**config.mk**
```make
export PLATFORM = sky130hd
export DESIGN_NAME = sram_arbiter
export DESIGN_NICKNAME = d
export VERILOG_FILES = /design/src/rtl/sram_arbiter.sv
export SDC_FILE = /design/constraint.sdc
export NUM_CORES = 1
export LEC_CHECK = 0
export ABC_AREA = 1
export ABC_CLOCK_PERIOD_IN_PS = 1800
export BUFFER_PORTS_ARGS = -buffer_cell sky130_fd_sc_hd__buf_4
export CAP_MARGIN = 5
export CELL_PAD_IN_SITES_DETAIL_PLACEMENT = 2
export CELL_PAD_IN_SITES_GLOBAL_PLACEMENT = 2
export CORE_MARGIN = 10
export CORE_UTILIZATION = 27
export CTS_CLUSTER_SIZE = 10
export DETAILED_ROUTE_END_ITERATION = 6
export GPL_ROUTABILITY_DRIVEN = 1
export PLACE_DENSITY_LB_ADDON = 0.05
export SYNTH_ARGS = -nofsm -noshare
export SYNTH_HDL_FRONTEND = slang
export SYNTH_SLANG_ARGS = --single-unit
```
**constraint.sdc**
```tcl
create_clock -name clk -period 1.8 [get_ports clk]
set_input_delay 0.27 -clock clk [delete_from_list [all_inputs] [get_ports clk]]
set_output_delay 0.27 -clock clk [all_outputs]
set_load 0.02 [all_outputs]
```
**src/rtl/sram_arbiter.sv**
```systemverilog
// Arbitrates the BaseRAM/ExtRAM SRAM pair between instruction fetch and the MEM stage,
// sequencing each access as a multi-cycle SRAM cycle with registered pin controls.
module sram_arbiter #(
  parameter int unsigned RD_CYCLES = 2,
  parameter int unsigned WR_CYCLES = 1,
  parameter int unsigned BANK_BIT  = 22
) (
  input  logic        clk,
  input  logic        rst_n,
  input  logic        if_req,
  input  logic [31:0] if_addr,
  output logic        if_ack,
  output logic [31:0] if_rdata,
  input  logic        mem_req,
  input  logic        mem_we,
  input  logic        mem_byte,
  input  logic [31:0] mem_addr,
  input  logic [31:0] mem_wdata,
  output logic        mem_ack,
  output logic [31:0] mem_rdata,
  input  logic [31:0] base_ram_data_i,
  output logic [31:0] base_ram_data_o,
  output logic        base_ram_data_oe,
  output logic [19:0] base_ram_addr,
  output logic [3:0]  base_ram_be_n,
  output logic        base_ram_ce_n,
  output logic        base_ram_oe_n,
  output logic        base_ram_we_n,
  input  logic [31:0] ext_ram_data_i,
  output logic [31:0] ext_ram_data_o,
  output logic        ext_ram_data_oe,
  output logic [19:0] ext_ram_addr,
  output logic [3:0]  ext_ram_be_n,
  output logic        ext_ram_ce_n,
  output logic        ext_ram_oe_n,
  output logic        ext_ram_we_n
);

  typedef enum logic [2:0] {IDLE, RD_WAIT, WR_SETUP, WR_PULSE, WR_HOLD, DONE} state_t;

  localparam logic [7:0] RD_LAST = 8'(RD_CYCLES - 1);
  localparam logic [7:0] WR_LAST = 8'(WR_CYCLES - 1);

  state_t      state;
  logic [7:0]  cnt;
  logic        last_mem;
  logic        lat_mem;
  logic        lat_byte;
  logic        lat_bank;
  logic [1:0]  lat_lane;

  logic        g_mem;
  logic        g_any;
  logic        g_we;
  logic        g_byte;
  logic        g_bank;
  logic [31:0] g_addr;
  logic [31:0] g_wdata;
  logic [3:0]  g_be_n;
  logic [31:0] rd_raw;
  logic [7:0]  rd_byte;
  logic [31:0] rd_word;

  // Only the bits the SRAM map needs are consumed from the address/data buses.
  logic unused_bus_bits;
  assign unused_bus_bits = ^{if_addr, mem_addr, mem_wdata};

  always_comb begin
    // On a tie, the port not served last wins.
    g_mem   = mem_req && (!if_req || !last_mem);
    g_any   = g_mem || if_req;
    g_addr  = g_mem ? mem_addr : if_addr;
    g_we    = g_mem && mem_we;
    g_byte  = g_mem && mem_byte;
    g_bank  = g_addr[BANK_BIT];
    g_be_n  = (g_we && g_byte) ? ~(4'b0001 << g_addr[1:0]) : 4'b0000;
    g_wdata = g_byte ? {4{mem_wdata[7:0]}} : mem_wdata;
    rd_raw  = lat_bank ? ext_ram_data_i : base_ram_data_i;
    rd_byte = rd_raw[{lat_lane, 3'b000} +: 8];
    rd_word = lat_byte ? {{24{rd_byte[7]}}, rd_byte} : rd_raw;
  end

  always_ff @(posedge clk or negedge rst_n) begin
    if (!rst_n) begin
      state            <= IDLE;
      cnt              <= '0;
      last_mem         <= 1'b0;
      lat_mem          <= 1'b0;
      lat_byte         <= 1'b0;
      lat_bank         <= 1'b0;
      lat_lane         <= '0;
      if_ack           <= 1'b0;
      mem_ack          <= 1'b0;
      if_rdata         <= '0;
      mem_rdata        <= '0;
      base_ram_data_o  <= '0;
      base_ram_data_oe <= 1'b0;
      base_ram_addr    <= '0;
      base_ram_be_n    <= '1;
      base_ram_ce_n    <= 1'b1;
      base_ram_oe_n    <= 1'b1;
      base_ram_we_n    <= 1'b1;
      ext_ram_data_o   <= '0;
      ext_ram_data_oe  <= 1'b0;
      ext_ram_addr     <= '0;
      ext_ram_be_n     <= '1;
      ext_ram_ce_n     <= 1'b1;
      ext_ram_oe_n     <= 1'b1;
      ext_ram_we_n     <= 1'b1;
    end else begin
      if_ack  <= 1'b0;
      mem_ack <= 1'b0;
      case (state)
        IDLE: begin
          if (g_any) begin
            last_mem <= g_mem;
            lat_mem  <= g_mem;
            lat_byte <= g_byte;
            lat_lane <= g_addr[1:0];
            lat_bank <= g_bank;
            cnt      <= '0;
            if (g_bank) begin
              ext_ram_addr    <= g_addr[21:2];
              ext_ram_be_n    <= g_be_n;
              ext_ram_ce_n    <= 1'b0;
              ext_ram_oe_n    <= g_we;
              ext_ram_data_oe <= g_we;
              if (g_we) ext_ram_data_o <= g_wdata;
            end else begin
              base_ram_addr    <= g_addr[21:2];
              base_ram_be_n    <= g_be_n;
              base_ram_ce_n    <= 1'b0;
              base_ram_oe_n    <= g_we;
              base_ram_data_oe <= g_we;
              if (g_we) base_ram_data_o <= g_wdata;
            end
            state <= g_we ? WR_SETUP : RD_WAIT;
          end
        end
        RD_WAIT: begin
          if (cnt == RD_LAST) begin
            state         <= DONE;
            base_ram_ce_n <= 1'b1;
            base_ram_oe_n <= 1'b1;
            ext_ram_ce_n  <= 1'b1;
            ext_ram_oe_n  <= 1'b1;
            if (lat_mem) begin
              mem_rdata <= rd_word;
              mem_ack   <= 1'b1;
            end else begin
              if_rdata <= rd_word;
              if_ack   <= 1'b1;
            end
          end else begin
            cnt <= cnt + 8'd1;
          end
        end
        WR_SETUP: begin
          state <= WR_PULSE;
          cnt   <= '0;
          if (lat_bank) ext_ram_we_n <= 1'b0;
          else          base_ram_we_n <= 1'b0;
        end
        WR_PULSE: begin
          if (cnt == WR_LAST) begin
            state         <= WR_HOLD;
            base_ram_we_n <= 1'b1;
            ext_ram_we_n  <= 1'b1;
            mem_ack       <= 1'b1;
          end else begin
            cnt <= cnt + 8'd1;
          end
        end
        WR_HOLD: begin
          state            <= IDLE;
          base_ram_ce_n    <= 1'b1;
          ext_ram_ce_n     <= 1'b1;
          base_ram_data_oe <= 1'b0;
          ext_ram_data_oe  <= 1'b0;
        end
        DONE:    state <= IDLE;
        default: state <= IDLE;
      endcase
    end
  end

endmodule

```
==> flow_summary.ini <==
[timing]
hold_viol_final = 0
layout_worst_path_cycle_share = 0.9494
worst_slew_pin_slew_ps = 432.5
fmax_mhz = 585.2
min_period_ps = 1709
slew_headroom = 0.7086
slew_viol_final = 0
timing.final.ws_setup_ps = 91.11
finalSetupViolCount = 0
skew_ps = 7.625
tns_ps = 0

[pwr]
total_power_w = 0.02573
power.density_mw_per_mm2 = 1870
ir_drop_v = 0.0008164
p_leak_nw = 7.725

[logic_synthesis]
avgSynthCellArea_um2 = 7.574
synthAdderAreaFrac = 0.003984
synth-seq-cells = 202
synth_compound_area_frac = 0.05618
synth_mux_area_frac = 0
synth_xor_area_frac = 0.001859
yosysUniqueCellTypes = 29
synth_top_family_by_area = simple AND/OR/NAND/NOR gates
synth_nets = 1413
synth-simple-area-share = 0.3373
postSynthCellCount = 1244
syn_area_mm2 = 0.009422
ys_warn_count = 0
seq_area_frac_synth = 0.5384

[clock_tree]
cts_sinks = 202
htree_levels = 1
cts_buffers = 25
root_buffer = clkbuf_16
clk_pin_slew_ps = 60
cts_tree = yes
clk-insertion-delay-late_ps = 520
cts.path.max_buffers = 3

[final_layout]
fillers = 3949
fin_util = 0.3993
drive_gt1_frac = 0.2955
area_growth_pct = 46.04
final_cell_count_no_fill = 2084
nets = 1782

[die]
dieWidth_um = 206.8
rows = 68
core_mm2 = 0.03446
num_io_pins = 352
start_util = 0.2734
die_h_um = 206.8
dieArea_mm2 = 0.04277

[place]
placedCellCount = 2035
io_buffers = 333
pre_cts_slack_ps = -48.59
gp_congestion = 0.7878
dp_hpwl_um = 32350

[flow_run]
cap_violations = 0

[worst_hold_path]
min_path_type = input pin to flop
hold_start = mem_wdata[1]

[outcome]
outcome = finished clean

[worst_setup_path]
arrival_ps = 2110
path_class = flop to flop
r2r-start = state[2]
path_max_fanout = 32
required_ps = 2200
cp-startpoint = state[2]
critPathLaunchType = flop
worst_setup_path_end_kind = flop

[grt]
grt_pass1_wl_um = 63720
grt_pass1_vias = 10830
grt-ovfl-total = 0
antenna_found_initial = 0
grt_start_max_net_pins = 74
grt_usage = 0.1910

[route]
num_vias = 9571
drcViolationCount = 0
routed_wl_um = 42330
drt_iter0_drc = 337
dr.pass1.iters = 4
wire_per_inst_um = 20.31
detail-route-antenna-nets = 0
via_per_inst = 4.593
[cell type report]
cell class                 count  area [um^2]  share of cell area
antenna                        1        2.502           0.0001819
inverter                      76        287.8             0.02091
tap                          455        569.3             0.04138
clock inverter                 1        5.005           0.0003637
multi-input combinational    908         3830              0.2783
timing repair buffer         400         3266              0.2373
clock buffer                  41        725.7             0.05274
sequential                   202         5074              0.3687
[cell usage after synthesis]
cell / number / area [um^2]
xnor2_1: 1 / 8.760
nor2_2: 2 / 12.51
xor2_1: 1 / 8.760
nand4_1: 1 / 6.260
ha_1: 3 / 37.54
dfstp_2: 14 / 367.9
clkinv_1: 1 / 3.750
clkbuf_2: 1 / 5.000
buf_1: 1 / 3.750
o21ai_1: 46 / 230.2
clkbuf_1: 16 / 60.06
a21oi_1: 5 / 25.02
nand2_4: 1 / 11.26
o21ai_0: 52 / 260.3
nand2_2: 5 / 31.28
nor2_4: 4 / 45.04
nand3_1: 83 / 415.4
o22ai_1: 1 / 6.260
buf_6: 4 / 45.04
nor3_1: 1 / 5.000
dfrtp_1: 188 / 4705
or2_2: 8 / 50.05
inv_1: 67 / 251.5
nor2_1: 15 / 56.30
buf_4: 3 / 22.52
inv_2: 8 / 30.03
nand2_1: 678 / 2545
o31ai_1: 1 / 7.510
buf_2: 33 / 165.2
[report_power, final]
part / switching [W] / internal, W / total [W]
clock network: 0.00193 / 0.00271 / 0.00464
registers: 0.00122 / 0.00656 / 0.00779
logic: 0.00821 / 0.00509 / 0.0133
[cell families (layout without fill, tap and decap cells)]
logic type / after synthesis / after routing
and+or+nand+nor: 798 / 798
DFF: 202 / 202
other: 0 / 1
buffers and inverters: 134 / 518
xor gates and xnor gates: 2 / 2
AOI/OAI and AO/OA: 105 / 105
adders and majority gates: 3 / 3
[registers in the layout, indices dropped and copies added, names as in the netlist, 2 cells and up]
name,flops
base_ram_data_o,32
cnt,8
ext_ram_be_n,4
state,3
lat_lane,2
ext_ram_addr,20
base_ram_addr,20
if_rdata,32
ext_ram_data_o,32
mem_rdata,32
base_ram_be_n,4
[repair_timing]
| action | 4_1_cts | 5_1_grt |
|---|---|---|
| resized for setup | 7 | 18 |
| setup endpoints to repair | 42 | 145 |
| setup buffers | 0 | 3 |
| pin swaps | 1 | 1 |
| hold buffers | 1 | 0 |
| cloned | 1 | 1 |
| endpoints found under the hold margin | 35 | 0 |
[metal layers]
| metal | share of wire | GRT usage | vias up |
|---|---|---|---|
| li1 | - | - | 4571 |
| met1 | 0.41 | 0.2277 | 4725 |
| met2 | 0.49 | 0.3276 | 225 |
| met3 | 0.082 | 0.06476 | 50 |
| met4 | 0.021 | 0.04114 | 0 |
| met5 | 0 | 0 | - |
[path summary, 6_finish.rpt]
path | end | slack (ps) | depth (start not counted)
worst max-delay path | base_ram_data_o[18] | 90 | 9
worst min-delay path | base_ram_data_o[1] | 30 | 3
worst max register to register | base_ram_data_o[18] | 90 | 9
worst min register to register | base_ram_addr[12] | 480 | 2
max in group asynchronous | base_ram_addr[12] | 850 | 4
min in group asynchronous | mem_rdata[4] | 210 | 2
[metrics by stage]
step | cell area, um^2 | hold WS [ps]
finish | 13760 | 30.33
global route | 13760 | 52.68
CTS | 13650 | 16.32
detailed placement | 12860 | 190.7
global placement | 12860 | 188.9
floorplan | 9422 | -25.59
[placed cells by master, fill, tap and decap left out, types with 5 or more instances in the layout]
| master | n |
|---|---|
| o21ai_0 | 48 |
| nor2_4 | 8 |
| or2_2 | 8 |
| buf_4 | 377 |
| clkbuf_1 | 12 |
| clkbuf_8 | 5 |
| dfrtp_1 | 187 |
| buf_12 | 16 |
| nor2_1 | 11 |
| dfstp_2 | 14 |
| nand3_1 | 83 |
| nand2_2 | 5 |
| a21oi_1 | 5 |
| nand2_1 | 673 |
| nand2_4 | 6 |
| inv_2 | 7 |
| clkbuf_16 | 26 |
| inv_1 | 67 |
| o21ai_1 | 50 |
[critical path, cell delays in order, from the launching register on]
cell and delay (ps):
dfrtp_1 450, inv_1 150, nand2_4 100, inv_4 90, nand2_4 100, nor2_4 200
nand2_4 110, clkbuf_16 230, nand2_1 80, o21ai_1 50
No activity file was read; power rests on OpenSTA's default activity.
